$ cat src/rtl/muldiv_seq_if.sv
// muldiv_seq_if: request/response bundle between an issuing pipeline and
// the muldiv_seq multi-cycle ALU sequencer.
//
// Handshake: a request transfers on a rising edge where req_valid and
// req_ready are both 1. A response transfers on a rising edge where
// resp_valid and resp_ready are both 1. Until then, resp_data, resp_tag
// and dz_flag are held stable.
interface muldiv_seq_if;
  logic        req_valid;
  logic        req_ready;
  logic [3:0]  req_op;
  logic [31:0] req_a;
  logic [31:0] req_b;
  logic [4:0]  req_tag;
  logic        resp_valid;
  logic        resp_ready;
  logic [31:0] resp_data;
  logic [4:0]  resp_tag;
  logic        dz_flag;

  // Issuing side.
  modport master (
    output req_valid, req_op, req_a, req_b, req_tag, resp_ready,
    input  req_ready, resp_valid, resp_data, resp_tag, dz_flag
  );

  // Sequencer side.
  modport slave (
    input  req_valid, req_op, req_a, req_b, req_tag, resp_ready,
    output req_ready, resp_valid, resp_data, resp_tag, dz_flag
  );
endinterface

$ cat src/rtl/muldiv_seq.sv
// muldiv_seq: holds operands on a shared combinational ALU for the number
// of cycles its slow paths need, then presents the result as a response.
//
// ALU op encoding: ADD=0 SUB=1 AND=2 OR=3 XOR=4 SLT=5 SLL=6 SRL=7 SRA=8
// MUL=9 DIV=10 MOD=11; codes 12..15 are undefined and sequenced with
// single-cycle latency.
//
// Optional feature macro: MULDIV_DIVZERO_BYPASS_EN. When defined, DIV/MOD
// by zero skip the ALU and answer the cycle after accept with all-ones
// (DIV) or the dividend (MOD), flagged by dz_flag. When undefined, divide
// by zero runs the full divide latency and dz_flag is tied low.
module muldiv_seq #(
  parameter int MUL_LAT = 2,
  parameter int DIV_LAT = 8
) (
  input  logic        clk,
  input  logic        rst,
  input  logic        flush,
  muldiv_seq_if.slave bus,
  output logic [31:0] alu_a,
  output logic [31:0] alu_b,
  output logic [3:0]  alu_op,
  input  logic [31:0] alu_y,
  output logic        busy,
  output logic [1:0]  dbg_state
);

  localparam logic [3:0] ALU_MUL = 4'd9;
  localparam logic [3:0] ALU_DIV = 4'd10;
  localparam logic [3:0] ALU_MOD = 4'd11;

  typedef enum logic [1:0] {
    IDLE = 2'd0,
    EXEC = 2'd1,
    DONE = 2'd2
  } state_t;

  state_t      state_q;
  state_t      state_d;
  logic [3:0]  cnt_q;
  logic [3:0]  cnt_d;
  logic [3:0]  lat_m1;
  logic        accept;
  logic        capture;
  logic        skip_exec;
  logic [31:0] resp_data_q;
  logic [4:0]  tag_q;

`ifdef MULDIV_DIVZERO_BYPASS_EN
  logic        dz_q;
  logic [31:0] dz_result;

  assign skip_exec = ((bus.req_op == ALU_DIV) || (bus.req_op == ALU_MOD)) &&
                     (bus.req_b == 32'd0);
  assign dz_result = (bus.req_op == ALU_DIV) ? 32'hFFFF_FFFF : bus.req_a;
  assign bus.dz_flag = dz_q;
`else
  assign skip_exec   = 1'b0;
  assign bus.dz_flag = 1'b0;
`endif

  // A new request is taken when idle, or in DONE while the current
  // response is being consumed; flush and reset block acceptance.
  assign bus.req_ready = ~rst & ~flush &
                         ((state_q == IDLE) ||
                          ((state_q == DONE) && bus.resp_ready));
  assign accept        = bus.req_valid & bus.req_ready;

  assign bus.resp_valid = (state_q == DONE) & ~flush;
  assign bus.resp_data  = resp_data_q;
  assign bus.resp_tag   = tag_q;
  assign busy           = (state_q != IDLE);
  assign dbg_state      = state_q;

  // Cycles-minus-one the ALU needs for the incoming op.
  always_comb begin
    lat_m1 = 4'd0;
    case (bus.req_op)
      ALU_MUL:          lat_m1 = 4'(MUL_LAT - 1);
      ALU_DIV, ALU_MOD: lat_m1 = 4'(DIV_LAT - 1);
      default:          lat_m1 = 4'd0;
    endcase
  end

  // Next-state, down-counter and result-capture decode.
  always_comb begin
    state_d = state_q;
    cnt_d   = cnt_q;
    capture = 1'b0;
    if (flush) begin
      state_d = IDLE;
      cnt_d   = 4'd0;
    end else if (accept) begin
      state_d = skip_exec ? DONE : EXEC;
      cnt_d   = skip_exec ? 4'd0 : lat_m1;
    end else begin
      case (state_q)
        EXEC: begin
          if (cnt_q == 4'd0) begin
            state_d = DONE;
            capture = 1'b1;
          end else begin
            cnt_d = cnt_q - 4'd1;
          end
        end
        DONE: begin
          if (bus.resp_ready) state_d = IDLE;
        end
        default: ;
      endcase
    end
  end

  // State and latency counter registers.
  always_ff @(posedge clk or posedge rst) begin
    if (rst) begin
      state_q <= IDLE;
      cnt_q   <= 4'd0;
    end else begin
      state_q <= state_d;
      cnt_q   <= cnt_d;
    end
  end

  // Operand, tag and result registers; ALU inputs only move on an accept
  // that enters EXEC, so they hold their last values everywhere else.
  always_ff @(posedge clk or posedge rst) begin
    if (rst) begin
      alu_a       <= 32'd0;
      alu_b       <= 32'd0;
      alu_op      <= 4'd0;
      tag_q       <= 5'd0;
      resp_data_q <= 32'd0;
`ifdef MULDIV_DIVZERO_BYPASS_EN
      dz_q        <= 1'b0;
`endif
    end else begin
      if (accept && !skip_exec) begin
        alu_a  <= bus.req_a;
        alu_b  <= bus.req_b;
        alu_op <= bus.req_op;
      end
      if (accept) tag_q <= bus.req_tag;
      if (capture) resp_data_q <= alu_y;
`ifdef MULDIV_DIVZERO_BYPASS_EN
      if (accept) dz_q <= skip_exec;
      if (accept && skip_exec) resp_data_q <= dz_result;
`endif
    end
  end

endmodule

$ cat src/flat_wrapper.sv
// flat-port wrapper written by rule: the top's interface ports become plain ports
module muldiv_seq_flat 
#(
  parameter int MUL_LAT = 2,
  parameter int DIV_LAT = 8
)
  (clk, rst, flush, alu_a, alu_b, alu_op, alu_y, busy, dbg_state, bus_req_valid, bus_req_op, bus_req_a, bus_req_b, bus_req_tag, bus_resp_ready, bus_req_ready, bus_resp_valid, bus_resp_data, bus_resp_tag, bus_dz_flag);
  muldiv_seq_if bus_i ();
  input  logic clk;
  input  logic rst;
  input  logic flush;
  output logic [31:0] alu_a;
  output logic [31:0] alu_b;
  output logic [3:0] alu_op;
  input  logic [31:0] alu_y;
  output logic busy;
  output logic [1:0] dbg_state;
  input wire logic [$bits(bus_i.req_valid)-1:0] bus_req_valid;
  input wire logic [$bits(bus_i.req_op)-1:0] bus_req_op;
  input wire logic [$bits(bus_i.req_a)-1:0] bus_req_a;
  input wire logic [$bits(bus_i.req_b)-1:0] bus_req_b;
  input wire logic [$bits(bus_i.req_tag)-1:0] bus_req_tag;
  input wire logic [$bits(bus_i.resp_ready)-1:0] bus_resp_ready;
  output wire logic [$bits(bus_i.req_ready)-1:0] bus_req_ready;
  output wire logic [$bits(bus_i.resp_valid)-1:0] bus_resp_valid;
  output wire logic [$bits(bus_i.resp_data)-1:0] bus_resp_data;
  output wire logic [$bits(bus_i.resp_tag)-1:0] bus_resp_tag;
  output wire logic [$bits(bus_i.dz_flag)-1:0] bus_dz_flag;
  assign bus_i.req_valid = bus_req_valid;
  assign bus_i.req_op = bus_req_op;
  assign bus_i.req_a = bus_req_a;
  assign bus_i.req_b = bus_req_b;
  assign bus_i.req_tag = bus_req_tag;
  assign bus_i.resp_ready = bus_resp_ready;
  assign bus_req_ready = bus_i.req_ready;
  assign bus_resp_valid = bus_i.resp_valid;
  assign bus_resp_data = bus_i.resp_data;
  assign bus_resp_tag = bus_i.resp_tag;
  assign bus_dz_flag = bus_i.dz_flag;
  muldiv_seq #(.MUL_LAT(MUL_LAT), .DIV_LAT(DIV_LAT)) u_core (.clk(clk), .rst(rst), .flush(flush), .bus(bus_i), .alu_a(alu_a), .alu_b(alu_b), .alu_op(alu_op), .alu_y(alu_y), .busy(busy), .dbg_state(dbg_state));
endmodule
$ cat config.mk
export PLATFORM = sky130hd
export DESIGN_NAME = muldiv_seq_flat
export DESIGN_NICKNAME = d
export VERILOG_FILES = /design/src/rtl/muldiv_seq_if.sv /design/src/rtl/muldiv_seq.sv /design/src/flat_wrapper.sv
export SDC_FILE = /design/constraint.sdc
export NUM_CORES = 1
export LEC_CHECK = 0
export CAP_MARGIN = 20
export CORE_MARGIN = 5
export CORE_UTILIZATION = 55
export CTS_CLUSTER_SIZE = 25
export DETAILED_ROUTE_END_ITERATION = 12
export DONT_BUFFER_PORTS = 1
export PLACE_DENSITY_LB_ADDON = 0.2
export SETUP_SLACK_MARGIN = 0.1
export SLEW_MARGIN = 40
export SYNTH_ARGS = -nofsm -noshare
export SYNTH_HDL_FRONTEND = slang
export SYNTH_SLANG_ARGS = --single-unit
$ cat constraint.sdc
create_clock -name clk -period 10.5 [get_ports clk]
set_input_delay 1.575 -clock clk [delete_from_list [all_inputs] [get_ports clk]]
set_output_delay 1.575 -clock clk [all_outputs]
set_load 0.02 [all_outputs]
==> run_results.csv <==
group,metric,value,unit
job,max_cap_viol_count,0,
power_and_ir_drop,leakagePower,2.29,nW
placed_design,finalWeightedCongestion,0.687,
drt,drt-vias-per-instance,5.69,
synthesis,ys_types,28,
sta,maxSlewHeadroom,46.6,%
sta,final-hold-violation-count,0,
die,start_util,55.8,%
global_routing,tot_gr_track_use,17.3,%
layout,syn_to_final_growth,5.85,%
power_and_ir_drop,cellPowerDensity,253,nW/µm²
power_and_ir_drop,vdd.ir_drop.worst,0.119,mV
min_path,worst_hold_path_type,"register to register",
clock_network,cts.reportedPaths.clkPinSlew,0.09,ns
drt,total_length_of_routed_wires,8.86,mm
synthesis,postSynthNetCount,380,
sta,tightestPinTransition,0.800,ns
critical_path,path_class,"primary input to output port",
die,floorplan.die.width,101,µm
sta,final_hold_slack,0.608,ns
sta,slew_viol_final,0,
clock_network,post_cts_resized,0,
synthesis,synth_area,4540,µm²
synthesis,fraction_of_the_yosys_area_taken_by_sequential_cells,61.2,%
drt,drc,0,
clock_network,worst_skew_pair.late_latency,0.36,ns
die,die_height,101,µm
critical_path,dominant_delay_contributor_by_cell_family_on_the_critical_path,"simple AND/OR/NAND/NOR gates",
die,std_cell_rows,33,
critical_path,cp-start-kind,"primary input",
sta,post-route-period-util,37.8,%
drt,drt_pass1_iterations,4,
clock_network,clk_path_buf_depth,2,
critical_path,slowest_stage,"sky130_fd_sc_hd__and3_1",
layout,num-nets-final,381,
layout,num-fill-cells,629,
synthesis,syn_avg_cell_area,16.9,µm²
synthesis,synth_cells,268,
synthesis,yosys-top-cells-area,"sky130_fd_sc_hd__dfrtp_1 (61%), sky130_fd_sc_hd__mux2_4 (19%), sky130_fd_sc_hd__mux2_2 (12%)",
die,floorplan.io_pins,221,
drt,dr.first_iter.drc_count,66,
placed_design,io_buf_count,0,
clock_network,post-cts-setup-buffer-count,0,
layout,final_area,4800,µm²
die,design.core.area,8130,µm²
sta,timing.fmax,0.252,GHz
power_and_ir_drop,power,1.21,mW
critical_path,critPathMaxFanout,64,
sta,post-route-min-period,3.97,ns
sta,setup_viol,0,
drt,via_count,2156,
synthesis,netlist.area_leader.share,61.2,%
layout,drive_above_1_share,47.4,%
critical_path,max_stage_delay,0.40,ns
global_routing,grt_pass1_wl,13.4,mm
sta,clock_skew,0.00996,ns
critical_path,timing.critical_path.arrival,2.39,ns
clock_network,ctsHtreeMaxLevel,3,
synthesis,synth_seq_cells,111,
critical_path,critical_path.cell_chain,"inv_6 -> and3_1",
clock_network,tritoncts,"yes",
global_routing,number_of_global_route_vias_before_repair,2380,
die,die_area,10200,µm²
placed_design,placedInstanceArea,4590,µm²
critical_path,critical_path_buf_inv_count,1,
placed_design,hpwlAfterDp,6.50,mm
critical_path,crit_path_end_kind,"output port",
drt,wl_per_cell,23.4,µm
sta,rsz0062_at_grt,"false",
global_routing,gr-total-overflow,0,
synthesis,yosys_warnings,0,
clock_network,clk_root_buffer_cell,"sky130_fd_sc_hd__clkbuf_8",
clock_network,numClockSinks,111,
layout,core_occupancy_in_the_finished_layout,59.0,%
synthesis,yosys.area.top_type,"sky130_fd_sc_hd__dfrtp_1",
clock_network,number_of_buffers_created_by_cts,9,
global_routing,grt_max_degree,65,
clock_network,holdBufCountCts,0,
global_routing,grt_antenna_before_repair,1,
sta,setup_tns,0,ns
layout,antenna_cells,0,
critical_path,critical_path_required,8.93,ns
outcome,run_status,"complete, no violations",
drt,number_of_antenna_violating_nets_in_the_routed_design,0,
critical_path,ff2ff_setup_slack,8.07,ns
[where the power goes]
group          switching [mW]  internal, mW  total, mW
logic                  0.0501         0.128      0.179
clock network           0.140         0.118      0.258
registers               0.235         0.541      0.776
total                   0.425         0.788       1.21
[layer usage]
metal	vias up	part of all wire [%]	GRT usage, %
met2	124	51	28.4
met5	-	0.079	0
met3	10	13	9.83
met4	2	0.73	4.66
met1	1090	35	19.4
li1	930	-	-
[synth_stat cells, drive strengths merged]
master  number
and3         1
o211ai       1
inv          5
mux2i        1
nor2b        2
buf         12
o21ai        5
nand4        2
or4          1
nor2         4
dfrtp      111
mux2       106
o22ai        1
ha           2
nand2        1
or3          1
and2         1
or2          1
a21oi        3
nand2b       4
xnor2        1
conb         1
nor3b        1
[cells by family (layout without fill, tap and decap cells)]
family	Yosys count	after routing	share of synthesized area, %
compound gates	10	10	1.19
fa+ha+maj	2	2	0.551
mux	107	107	31.2
other cells	1	1	0.0827
simple gates	19	19	2.76
buf+inv	17	23	2.76
xor+xnor	1	1	0.193
flops	111	111	61.2
[final timing paths]
kind	from	end	depth (start not counted)
max	rst	bus_req_ready	2
max in group asynchronous	rst	u_core.bus.resp_data[26]	2
max reg2reg	u_core.dbg_state[1]	u_core.alu_a[27]	4
min in group asynchronous	rst	u_core.bus.resp_data[12]	1
min	u_core.cnt_q[3]	u_core.cnt_q[3]	2
min reg2reg	u_core.cnt_q[3]	u_core.cnt_q[3]	2
[per-stage QoR]
stage | std cells | setup WS (ns)
floorplan | 268 | 4.44
global placement | 363 | 6.32
detailed placement | 363 | 6.32
CTS | 379 | 6.32
global route | 379 | 6.41
finish | 379 | 6.53
[flip-flops by register name (all words and copies together), names as in the netlist]
name                  flops
u_core.bus.resp_data     32
u_core.dbg_state          2
u_core.cnt_q              4
u_core.bus.resp_tag       5
u_core.alu_b             32
u_core.alu_a             32
u_core.alu_op             4
[cell type report]
type / instances / area (µm²) / share of cell area, %
Clock buffer: 10 / 138 / 2.87
Clock inverter: 6 / 68.8 / 1.43
Inverter: 5 / 23.8 / 0.495
Multi-Input combinational cell: 140 / 1650 / 34.3
Sequential cell: 111 / 2780 / 57.8
Tap cell: 105 / 131 / 2.74
Timing Repair Buffer: 2 / 15.0 / 0.313
[placed cells by master (no fill, tap or decap), types with 2 or more instances in the layout]
master,n
sky130_fd_sc_hd__dfrtp_1,111
sky130_fd_sc_hd__ha_1,2
sky130_fd_sc_hd__o21ai_0,5
sky130_fd_sc_hd__nor2_1,3
sky130_fd_sc_hd__clkbuf_8,10
sky130_fd_sc_hd__nor2b_1,2
sky130_fd_sc_hd__buf_4,2
sky130_fd_sc_hd__mux2_2,49
sky130_fd_sc_hd__mux2_4,57
sky130_fd_sc_hd__a21oi_1,3
sky130_fd_sc_hd__inv_6,2
sky130_fd_sc_hd__nand2b_1,4
sky130_fd_sc_hd__clkinv_4,2
sky130_fd_sc_hd__inv_1,4
(Power assumes the default switching activity.)
